`src/rtl/aes_block_fifo.sv`:
```
// First-word-fall-through FIFO of AES state blocks (four rows per block) with
// occupancy status, almost-full threshold, sticky overflow/underflow flags and flush.
module aes_block_fifo #(
  parameter int ROW_W     = 32,
  parameter int NROWS     = 4,
  parameter int DEPTH     = 16,
  parameter int AFULL_LVL = 12
) (
  input  logic                       clk,
  input  logic                       rst_n,
  input  logic                       flush,
  input  logic                       err_clr,
  input  logic                       wen,
  input  logic [ROW_W-1:0]           in_row0,
  input  logic [ROW_W-1:0]           in_row1,
  input  logic [ROW_W-1:0]           in_row2,
  input  logic [ROW_W-1:0]           in_row3,
  input  logic                       ren,
  output logic [ROW_W-1:0]           out_row0,
  output logic [ROW_W-1:0]           out_row1,
  output logic [ROW_W-1:0]           out_row2,
  output logic [ROW_W-1:0]           out_row3,
  output logic                       empty,
  output logic                       full,
  output logic                       almost_full,
  output logic [$clog2(DEPTH+1)-1:0] count,
  output logic                       ovf_err,
  output logic                       udf_err
);

  localparam int AW = $clog2(DEPTH);
  localparam int CW = $clog2(DEPTH + 1);
  localparam int BW = NROWS * ROW_W;
  localparam logic [CW-1:0] DEPTH_C = CW'(DEPTH);
  localparam logic [CW-1:0] AFULL_C = CW'(AFULL_LVL);

  logic [BW-1:0] r_mem [DEPTH];
  logic [AW-1:0] r_wr_ptr;
  logic [AW-1:0] r_rd_ptr;
  logic [CW-1:0] r_count;
  logic          r_ovf;
  logic          r_udf;

  logic          w_empty;
  logic          w_full;
  logic          w_push;
  logic          w_pop;
  logic          w_ovf_set;
  logic          w_udf_set;
  logic [BW-1:0] w_head;

  assign w_empty = (r_count == '0);
  assign w_full  = (r_count == DEPTH_C);

  // flush swallows both strobes, so nothing is stored and no error is flagged that cycle
  assign w_push    = wen && (!w_full || ren) && !flush;
  assign w_pop     = ren && !w_empty && !flush;
  assign w_ovf_set = wen && w_full && !ren && !flush;
  assign w_udf_set = ren && w_empty && !flush;

  always_ff @(posedge clk or negedge rst_n) begin
    if (!rst_n) begin
      r_wr_ptr <= '0;
      r_rd_ptr <= '0;
      r_count  <= '0;
    end else if (flush) begin
      r_wr_ptr <= '0;
      r_rd_ptr <= '0;
      r_count  <= '0;
    end else begin
      if (w_push) r_wr_ptr <= r_wr_ptr + 1'b1;
      if (w_pop)  r_rd_ptr <= r_rd_ptr + 1'b1;
      case ({w_push, w_pop})
        2'b10:   r_count <= r_count + 1'b1;
        2'b01:   r_count <= r_count - 1'b1;
        default: r_count <= r_count;
      endcase
    end
  end

  // a new error in the same cycle as err_clr wins
  always_ff @(posedge clk or negedge rst_n) begin
    if (!rst_n) begin
      r_ovf <= 1'b0;
      r_udf <= 1'b0;
    end else begin
      r_ovf <= (r_ovf && !err_clr) || w_ovf_set;
      r_udf <= (r_udf && !err_clr) || w_udf_set;
    end
  end

  // storage is intentionally left unreset
  always_ff @(posedge clk) begin
    if (w_push) r_mem[r_wr_ptr] <= {in_row3, in_row2, in_row1, in_row0};
  end

  assign w_head = w_empty ? '0 : r_mem[r_rd_ptr];

  assign out_row0    = w_head[0*ROW_W +: ROW_W];
  assign out_row1    = w_head[1*ROW_W +: ROW_W];
  assign out_row2    = w_head[2*ROW_W +: ROW_W];
  assign out_row3    = w_head[3*ROW_W +: ROW_W];
  assign empty       = w_empty;
  assign full        = w_full;
  assign almost_full = (r_count >= AFULL_C);
  assign count       = r_count;
  assign ovf_err     = r_ovf;
  assign udf_err     = r_udf;

endmodule
```
`config.mk`:
```
export PLATFORM = sky130hd
export DESIGN_NAME = aes_block_fifo
export DESIGN_NICKNAME = d
export VERILOG_FILES = /design/src/rtl/aes_block_fifo.sv
export SDC_FILE = /design/constraint.sdc
export NUM_CORES = 2
export LEC_CHECK = 0
export CORE_AREA = 2 2 407 409
export DETAILED_ROUTE_END_ITERATION = 8
export DIE_AREA = 0 0 409 411
export PLACE_DENSITY = 0.64
export SYNTH_ARGS = -nofsm -noshare
export SYNTH_HDL_FRONTEND = slang
export SYNTH_SLANG_ARGS = --single-unit
```
`constraint.sdc`:
```
create_clock -name clk -period 10 [get_ports clk]
set_clock_uncertainty 0.2 [all_clocks]
set_input_delay 3 -clock clk [delete_from_list [all_inputs] [get_ports clk]]
set_output_delay 3 -clock clk [all_outputs]
set_load 0.005 [all_outputs]
```
-- Yosys cells after proc, flatten, opt, wreduce, memory -nomap -nowiden
Memories as Yosys holds them, arrays and structs flattened.
Cells that the tools add are included.
- divide/modulo/power cells: 0
- muxes and demuxes: 9
- equality and inequality tests: 3
- multipliers: 0
- $add $sub $neg: 4
- shifts and indexed selects: 0
- bitwise gates (word level): 0
- reduce and logical (&&, ||, !) cells: 23
- magnitude comparators: 1
- operators by type and width (cell ; count):
    $mux 128 ; 1
    $mux 4 ; 4
    $logic_and 1x1->1 ; 11
    $pmux 5 s2 ; 1
    $add 4x1->4 const B ; 2
    $add 5x1->5 const B ; 1
    $eq 5x5->1 const B ; 1
    $ge 5x4->1 const B ; 1
    $logic_not 1->1 ; 5
    $logic_not 5->1 ; 1
    $mux 5 ; 1
    $sub 5x1->5 const B ; 1
    $reduce_bool 2->1 ; 2
    $logic_or 1x1->1 ; 3
    $reduce_bool 3->1 ; 1
    $eq 2x1->1 const B ; 1
    $eq 2x2->1 const B ; 1
    $mux 1 ; 2
- bits in writable memories: 2048
- latch bits: 0
- register bits after elaboration: 15
- bits in read-only memories: 0
- memories: 1
- memories (name ; words ; width ; read ports ; clocked after memory_dff ; write ports ; RTL line ; source):
    r_mem ; 16 ; 128 ; 1 ; 0 ; 1 ; 37 ; logic [BW-1:0] r_mem [DEPTH];

-- Longest topological paths before layout
- depth after elaboration: 8
- mapped depth: 10
- depth with buffers taken out: 9

-- Worst setup path before layout
No wires, ideal clock.
- path type: in2reg
- start point: input port wen
- end point: memory r_mem[3][0] (netlist name) (enable)
- slack: -3.448 ns
- data arrival time: 12.476 ns
- setup time: 0.772 ns
- stages on the path: 5
- required time: 9.028 ns
- cells stage by stage: clkbuf_1 inv_1 nor3b_1 nand2_1 nor3_1
- word-level cells in the longest chain between the ends: 4
- ends and longest elaborated chain (what ; RTL line ; source):
    start: declaration ; 13 ; input logic wen,
    $logic_and 1x1->1 (2 in a row) ; 56 ; assign w_push = wen && (!w_full || ren) && !flush;
    $mux 1 ; 94 ; if (w_push) r_mem[r_wr_ptr] <= {in_row3, in_row2, in_row1, in_row0};
    $mux 1 (implied by the code) ; 94 ;
    end: declaration ; 37 ;
No other way between the ends.

-- Worst setup path after layout
- start point: register r_count[1] (netlist: count[1])
- end point: output port out_row2[7]
- word-level cells in the longest chain between the ends: 2
- ends and longest elaborated chain (what ; RTL line ; source):
    start: declaration ; 40 ; logic [CW-1:0] r_count;
    start signal: assignment ; 74 ; 2'b10: r_count <= r_count + 1'b1;
    start signal: assignment ; 75 ; 2'b01: r_count <= r_count - 1'b1;
    start signal: assignment ; 76 ; default: r_count <= r_count;
    $logic_not 5->1 ; 52 ; assign w_empty = (r_count == '0);
    $mux 128 ; 97 ; assign w_head = w_empty ? '0 : r_mem[r_rd_ptr];
    end: declaration ; 21 ; output logic [ROW_W-1:0] out_row2,
No other way between the ends.

==> results.txt <==
The synthesized net count came out at 3385. The root buffer cell chosen for the clock tree is sky130_fd_sc_hd__clkbuf_16. Power spread over the standard cell area amounts to 240 nW/um^2.

Synthesis inferred 2063 register bits. In the synthesized netlist, mux cells make up 18.0% of the area. For the power share of the sequential group, the log shows 44.8%.

The number of filler instances in the final layout was 12.0k. The slew at the pin closest to its max-slew limit is 1070 ps, and the average wire length per cell after detail routing is 28.9 um. For this design, the slowest cell found on the critical path is sky130_fd_sc_hd__buf_4.

TritonCTS built the clock tree. The synthesized-area fraction occupied by ao, oa, aoi and oai cells came out at 1.22%. Yosys attributes the largest share of cell area to sky130_fd_sc_hd__edfxtp_1 (79%), sky130_fd_sc_hd__mux4_2 (15%), sky130_fd_sc_hd__mux2i_1 (3.3%).

Walking the worst path, the cells encountered are nor4_2 -> nand2b_1 -> nand2b_4 -> buf_4 -> o22ai_1 -> clkdlybuf4s50_1. The logs give 0 for the DRC violation count after routing and 0.000240 V for the worst supply voltage drop on vdd. The area growth from synthesis to layout is 15.2%. A synthesized cell averages 24.1 um^2.

Wires add up to 173000 um. The detailed router finished its first iteration with 3027 violations. The initial utilization of the core area, before any placement, comes to 47.8%. The fraction of the yosys area taken by sequential cells was 79.1%. At the end of the flow, the number of nets in the layout was 3754. Dominant synthesized flop cell: sky130_fd_sc_hd__edfxtp_1. The post-synthesis async set-or-reset flop share was 0.727%. The final estimated routing congestion in global placement was 0.725; the total number of H-tree levels was 4. By instance count, the leading cell after synthesis is sky130_fd_sc_hd__edfxtp_1. The area after detailed placement is 83900 um^2, and the number of clock sinks is 2063. During synthesis, Yosys emitted a total of 0 warnings. The count of pins over their slew limit is 0, and the final-report setup violation count is 0. The worst path needs 7490 ps of the cycle, external delays included. Per report_power, the combinational group accounts for 22.1% of the total.

The die is 409 um wide. Using the TritonRoute via totals, the vias-per-cell ratio works out to 5.86. The initial antenna violation count was 26.

The tools report the count of standard-cell rows as 149. STA classifies the critical path endpoint as a primary output. The number of buffers added by the clock tree synthesis step was 203.

The synthesized netlist devotes 0.0895% of its cell area to XOR and XNOR gates. Max-cap violations in this run came to 0. Entering global routing, the biggest net connects 129 pins. The minimum setup slack among reg-to-reg paths was 5950 ps; the worst path buffer plus inverter count was 2.

The die extent in y is 411 um, and the fraction of the mapped netlist area in adder cells is 0.112%. The largest fanout of any net on the critical path is 41. Cells with a size suffix above 1 make up 23.2% of the layout.

Clock latency on the worst-skew pair, taken at its later pin, is 820 ps. The synthesized netlist devotes 0.387% of its cell area to simple gates. The netlist uses 38 different library cells. The first-pass GRT wire length was 252000 um. Clock-pin slew was measured on the worst setup and hold paths at 60 ps. The data required time at the worst endpoint is 6800 ps. By count the netlist is led by sky130_fd_sc_hd__edfxtp_1 (2048), sky130_fd_sc_hd__mux4_2 (512), sky130_fd_sc_hd__mux2i_1 (258).

The analysis attributes to net switching a power of 0.00556 W. The total of buffers placed on input and output ports is 271. The number of global-route vias before repair was 36.6k; the worst slew slack as a fraction of its limit was 28.7%. Fraction of power spent switching nets: 25.6%. The leakage power of the design was 26.8 nW; the highest cell delay on the worst timing path was 710 ps. The run gives 0 as the count of instances resized after the clock tree is built.

Cell-internal power: 0.0161 W. In the synthesized netlist, the number of instances is 3244. 272 I/O pins were placed. The cell area after synthesis was 78300 um^2.

The total global-route track usage was 20.6%; the number of nets still failing antenna checks after routing was 0. Per report_power, the clock group accounts for 33.1% of the total. The flow ran to the end, and the final reports show no timing, DRC or antenna violations. In this run, post-CTS hold repair placed 0 buffers.

The total overflow left after global routing is 0. Detailed placement finished with a half-perimeter wire length of 89200 um. The maximum buffer depth of the clock tree is 3, and the overall power of the completed layout is 0.0217 W. The critical path start-end classification is reg -> out. By area, the combinational part of the netlist is dominated by multiplexers. The post-CTS repair timing setup buffer count came out at 0. The post-synthesis cell type with the largest combined area was sky130_fd_sc_hd__edfxtp_1.

Timing would allow up to 133 MHz. The floorplan step defined a core boundary enclosing 164000 um^2. The critical path data arrival time is 4290 ps. The detailed-route via count came out at 35.0k.

The number of endpoints with negative hold slack in the final report was 0. The share of Yosys cell area claimed by the top area cell type was 78.6%. The tightest min-delay check is of the reg -> reg type.

Yosys mapped a number of flops with a built-in enable equal to 2048. Setup repair after global routing left no endpoint under its margin. The count of TritonRoute iterations in the first routing pass was 5; the part of the cycle the worst path needs was 74.9%. Once layout is done, the placed cells without fillers occupy 90200 um^2. The die covers 168000 um^2.

The cell family with the largest share of critical-path delay is simple AND/OR/NAND/NOR gates. The worst setup path is launched from a register.
worst min-delay path, delay by kind of cell (launching register included):
family	cells	cell delay, ps
compound gates	1	60
buf+inv	1	50
flops	1	370
final cells by class:
cell class	instances	area, um^2	share of cell area, %
Antenna cell	5	12.5	0.0139
Clock buffer	255	5320	5.90
Clock inverter	116	922	1.02
Inverter	8	30.0	0.0333
Multi-Input combinational cell	995	15700	17.4
Sequential cell	2063	61900	68.6
Tap cell	2189	2740	3.04
Timing Repair Buffer	342	3560	3.95
metal layers:
| layer | wire length, um | up-vias | GRT usage, % |
|---|---|---|---|
| li1 | - | 14746 | - |
| met1 | 71200 | 19031 | 27.7 |
| met2 | 88800 | 945 | 35.0 |
| met3 | 8870 | 251 | 3.71 |
| met4 | 3540 | 20 | 5.17 |
| met5 | 115 | - | 0 |
logic make-up after synthesis:
| group | Yosys count |
|---|---|
| multiplexers | 771 |
| flip-flops | 2063 |
| AND/OR/NAND/NOR | 62 |
| buffers and inverters | 186 |
| AO/OA/AOI/OAI | 147 |
| XOR/XNOR | 8 |
| adder cells (fa/ha/maj) | 7 |
cell usage in the layout, fill, tap and decap left out, types with 8 or more instances in the layout:
master,n
sky130_fd_sc_hd__buf_12,25
sky130_fd_sc_hd__buf_4,46
sky130_fd_sc_hd__bufinv_16,11
sky130_fd_sc_hd__clkbuf_1,50
sky130_fd_sc_hd__clkbuf_16,205
sky130_fd_sc_hd__clkdlybuf4s50_1,271
sky130_fd_sc_hd__clkinv_1,56
sky130_fd_sc_hd__clkinv_2,32
sky130_fd_sc_hd__dfrtp_1,12
sky130_fd_sc_hd__edfxtp_1,2048
sky130_fd_sc_hd__inv_1,8
sky130_fd_sc_hd__mux2i_1,258
sky130_fd_sc_hd__mux4_2,512
sky130_fd_sc_hd__nand2_1,13
sky130_fd_sc_hd__nand3_1,8
sky130_fd_sc_hd__nor2_1,8
sky130_fd_sc_hd__nor2_4,12
sky130_fd_sc_hd__o22ai_1,128
state kept, by name, indices dropped and copies added, names as in the netlist:
register	cells
r_mem	2048
count	5
r_rd_ptr	4
r_wr_ptr	4
ovf_err	1
udf_err	1
through the flow:
step	instances	TNS, ps	worst slack [ps]	util, %	hold slack, ps
2_1_floorplan	3244	-8810	-12.1	-	308
3_3_place_gp	5597	0	2810	51.2	347
3_5_place_dp	5597	0	2770	51.2	323
4_1_cts	5968	0	2330	55.0	336
5_1_grt	5971	0	2290	55.0	360
6_report	5973	0	2510	55.0	328
worst paths after layout:
check | depth (start not counted) | to | from
hold / removal | 2 | ovf_err | ovf_err
max in group asynchronous | 1 | r_rd_ptr[0] | rst_n
setup reg to reg | 6 | r_mem[9][26] | count[2]
setup / recovery | 6 | out_row2[7] | count[1]
min in group asynchronous | 1 | count[0] | rst_n
hold reg to reg | 2 | ovf_err | ovf_err
power groups by stage:
stage	Clock, W	Combinational, W	Sequential [W]
after floorplan	0	0.00295	0.00984
after global placement	0	0.00491	0.00989
after detailed placement	0	0.00492	0.00990
after CTS	0.00734	0.00494	0.00971
after global routing	0.00766	0.00515	0.00972
final	0.00718	0.00479	0.00971
Power figures use the tool's default switching activity.
